[config.mk]
export PLATFORM = sky130hd
export DESIGN_NAME = lfsr_period_meter
export DESIGN_NICKNAME = d
export VERILOG_FILES = /design/src/rtl/lfsr_pkg.sv /design/src/rtl/lfsr_period_meter.sv
export SDC_FILE = /design/constraint.sdc
export NUM_CORES = 1
export LEC_CHECK = 0
export BUFFER_PORTS_ARGS = -buffer_cell sky130_fd_sc_hd__buf_4
export CAP_MARGIN = 5
export CELL_PAD_IN_SITES_DETAIL_PLACEMENT = 1
export CELL_PAD_IN_SITES_GLOBAL_PLACEMENT = 2
export CORE_MARGIN = 10
export CORE_UTILIZATION = 30
export DETAILED_ROUTE_END_ITERATION = 16
export PLACE_DENSITY_LB_ADDON = 0.1
export SYNTH_ARGS = -nofsm -noshare
export SYNTH_HDL_FRONTEND = slang
export SYNTH_SLANG_ARGS = --single-unit
[constraint.sdc]
create_clock -name clk -period 2 [get_ports clk]
set_input_delay 0.2 -clock clk [delete_from_list [all_inputs] [get_ports clk]]
set_output_delay 0.2 -clock clk [all_outputs]
set_load 0.02 [all_outputs]
[src/rtl/lfsr_pkg.sv]
// Shared definitions for the 4-bit LFSR generator and its stream checker.
package lfsr_pkg;

    localparam int              LFSR_W    = 4;
    localparam logic [LFSR_W-1:0] LFSR_TAPS = 4'b0011;
    localparam logic [LFSR_W-1:0] LFSR_SEED = 4'b0001;
    localparam int              PERIOD_W  = 5;

    typedef enum logic {
        SEARCH = 1'b0,
        LOCKED = 1'b1
    } chk_state_t;

    // Galois-style step: shift left, fold the taps in when the MSB falls out.
    function automatic logic [LFSR_W-1:0] lfsr_next(input logic [LFSR_W-1:0] x);
        return {x[LFSR_W-2:0], 1'b0} ^ (x[LFSR_W-1] ? LFSR_TAPS : '0);
    endfunction

endpackage

[src/rtl/lfsr_period_meter.sv]
// Measures the number of samples between successive seed values while the
// checker is locked; the first seed after lock only arms the measurement.
module lfsr_period_meter
    import lfsr_pkg::*;
(
    input  logic                clk,
    input  logic                reset,
    input  logic                sample_en,
    input  logic                active,
    input  logic [LFSR_W-1:0]   in_q,
    input  logic                clear,
    output logic [PERIOD_W-1:0] period,
    output logic                period_valid
);

    localparam logic [PERIOD_W-1:0] SAT = '1;

    logic [PERIOD_W-1:0] since_q;
    logic                armed_q;
    logic                seed_hit;

    assign seed_hit = (in_q == LFSR_SEED);

    always_ff @(posedge clk or negedge reset) begin
        if (!reset) begin
            since_q      <= '0;
            armed_q      <= 1'b0;
            period       <= '0;
            period_valid <= 1'b0;
        end else begin
            if (sample_en) begin
                if (!active) begin
                    armed_q <= 1'b0;
                    since_q <= '0;
                end else if (seed_hit) begin
                    armed_q <= 1'b1;
                    since_q <= '0;
                    // The count includes the seed sample that closes the interval.
                    if (armed_q) begin
                        period       <= (since_q == SAT) ? SAT : since_q + PERIOD_W'(1);
                        period_valid <= 1'b1;
                    end
                end else if (since_q != SAT) begin
                    since_q <= since_q + PERIOD_W'(1);
                end
            end
            if (clear) begin
                period       <= '0;
                period_valid <= 1'b0;
            end
        end
    end

endmodule

==> metrics.md <==
| Metric | Value |
|---|---|
| Status | `completed` |
| Worst EP required | `2.22 ns` |
| Rel. slew slack | `80.7%` |
| Layout area overhead | `26.2%` |
| Crit-path max FO | `6` |
| Die Wd | `65.8 um` |
| Share of flip-flops with an asynchronous set or reset | `100%` |
| Dominant synthesized flop cell | `dfrtp_1` |
| Worst-Margin Slew | `0.285 ns` |
| CP Class | `reg2reg` |
| Setup tns final | `0 ns` |
| Layout cells sized above 1 | `25.0%` |
| Synthesized area | `629 sq um` |
| Fillers | `227` |
| Die Area | `0.00433 sq mm` |
| Startpoint Class | `register` |
| # DRC | `0` |
| Max-Cap Viols | `0` |
| Worst hold slack | `0.111 ns` |
| Mapped Cells | `65` |
| Worst Hold Depth | `2` |
| Worst R2R Start | `since_q[0]` |
| Final worst path period need | `1.55 ns` |
| First-pass GRT wire length | `2.84 mm` |
| Clock slew at reported path FFs | `0.08 ns` |
| Avg Cell Area, Syn | `9.68 sq um` |
| Final Non-Filler Cells | `107` |
| I/O Pins | `15` |
| Share of the synthesized area in the top cell type | `47.7%` |
| Yosys top cell by area | `dfrtp_1` |
| Worst-skew pair later-pin latency | `0.28 ns` |
| Detailed Routing Iterations Pass 1 | `3` |
| Post-synthesis cell type count | `29` |
| PD cells | `721 mW/mm^2` |
| Via count of the first global-routing pass | `584` |
| Initial DRC count | `14` |
| RSZ-0062 raised after global routing | `no` |
| Root buf cell | `clkbuf_4` |
| Via count | `571` |
| Vias per cell | `5.34` |
| PortBufs | `14` |
| Worst Path Arrival | `1.76 ns` |
| Hold EP | `period[4]` |
| Inst Count DP | `102` |
| Reg2reg path depth | `5` |
| Most common cell in the netlist | `dfrtp_1` |
| Die Span Y | `65.8 um` |
| Fin crit share | `77.3%` |
| Initial antenna violation count | `0` |
| Final setup viols | `0` |
| F_max | `0.647 GHz` |
| Num CTS Buffers | `3` |
| Capturing point of the worst reg2reg path | `period[4]` |
| Ant diodes | `0` |
| Number of synthesized flops with an enable pin | `0` |
| Top cells by count, synth | `12 x dfrtp_1, 9 x a21oi_1, 5 x nand3_1` |
| Area of the core | `0.00198 sq mm` |
| Synth Register Bits | `12` |
| Top post-synthesis cells by area | `dfrtp_1 48%, a21oi_1 7.2%, ha_1 4.0%` |
| CP endpoint kind | `register` |
| Grt ovf | `0` |
| HPWL Detailed | `1.26 mm` |
| Total global-route track usage | `8.52%` |
| Synth Net Count | `76` |
| Leak pwr | `0.345 nW` |
| Hold Path Class | `in2reg` |
| Hold Crit Start | `clear` |
| Final Hold Viols | `0` |
| Worst Skew | `0.00422 ns` |
| Row Count | `16` |
| Post-Route WL | `1.63 mm` |
| H-tree Lvls | `1` |
| Worst vdd ir | `0.434 mV` |
| Share of the yosys chip area belonging to registers | `47.7%` |
| Gp weighted congestion | `0.726` |
| ANT nets after route | `0` |
| CTS tree | `built` |
| Final slew viol count | `0` |
| Clock Tree Buf Depth | `2` |
| Largest net degree at the start of global routing | `13` |
| Clock sink count | `12` |
| Fin util | `40.1%` |
| Nets | `92` |
| Initial Utilization | `31.8%` |
| Yosys warning count | `0` |
| Flop2flop setup slack | `0.45 ns` |
| WL/cell | `15.2 um` |
cell families (layout without fill, tap and decap cells):
group	after synthesis	in the layout	synth area share, %
compound gates	21	21	21.3
simple gates	20	20	18.1
flops	12	12	47.7
buf+inv	8	23	6.16
fa+ha+maj	2	2	3.98
xor+xnor	2	2	2.78
worst max-delay path: stages, from the launching register on:
cell     delay, ns
dfrtp_1       0.43
ha_1          0.29
nand3_1       0.10
ha_1          0.18
or3_1         0.36
a21oi_1       0.12
layer usage:
metal	global-route usage, %	routed length, um
met1	9.35	741
met2	13.0	722
met3	3.73	123
met4	5.61	37
met5	0	0
through the flow:
step           setup slack (ns)  total power [mW]  cell area (sq um)
6_report                  0.453             0.573                795
3_3_place_gp              0.504             0.377                748
4_1_cts                   0.451             0.580                795
2_1_floorplan             0.575             0.343                629
3_5_place_dp              0.474             0.376                748
5_1_grt                   0.342             0.608                795
what timing repair did:
action,in CTS,in global routing
buffers inserted,0,0
hold buffers,1,0
hold endpoints to repair,12,0
resized for setup,0,0
state kept, by name (all words and copies together) (netlist names):
name and cells:
period_valid 1, since_q 5, period 5, armed_q 1
worst max-delay path by stage:
| stage | startpoint | to | slack, ns | depth (start not counted) |
|---|---|---|---|---|
| 6_report | since_q[0] | period[4] | 0.45 | 5 |
| 5_1_grt | since_q[0] | period[4] | 0.34 | 5 |
| 4_1_cts | since_q[0] | period[4] | 0.45 | 5 |
| 3_5_place_dp | since_q[0] | period[4] | 0.47 | 5 |
| 3_3_place_gp | in_q[1] | period[4] | 0.50 | 4 |
| 2_1_floorplan | since_q[0] | period[4] | 0.57 | 5 |
final cells by class:
type | count | area [sq um] | share of cell area [%]
clock buffers | 4 | 36.3 | 4.57
inverters | 3 | 11.3 | 1.42
repair buffers | 16 | 123 | 15.4
multi-input cells | 45 | 290 | 36.5
well taps | 27 | 33.8 | 4.25
flip-flops and latches | 12 | 300 | 37.8
cell usage in the layout, fill, tap and decap left out, drive strengths merged, types with 2 or more instances in the layout:
cell    instances
a21oi           9
a311oi          2
a31oi           2
buf            15
clkbuf          4
dfrtp          12
ha              2
inv             3
nand2           3
nand3           5
nor2            3
nor3            2
o22ai           2
power by group:
group	internal, mW	total (mW)	switching (mW)
Combinational	0.0424	0.0884	0.0460
Clock	0.111	0.201	0.0897
Sequential	0.260	0.284	0.0239
Total	0.413	0.573	0.160
(Power assumes the default switching activity.)
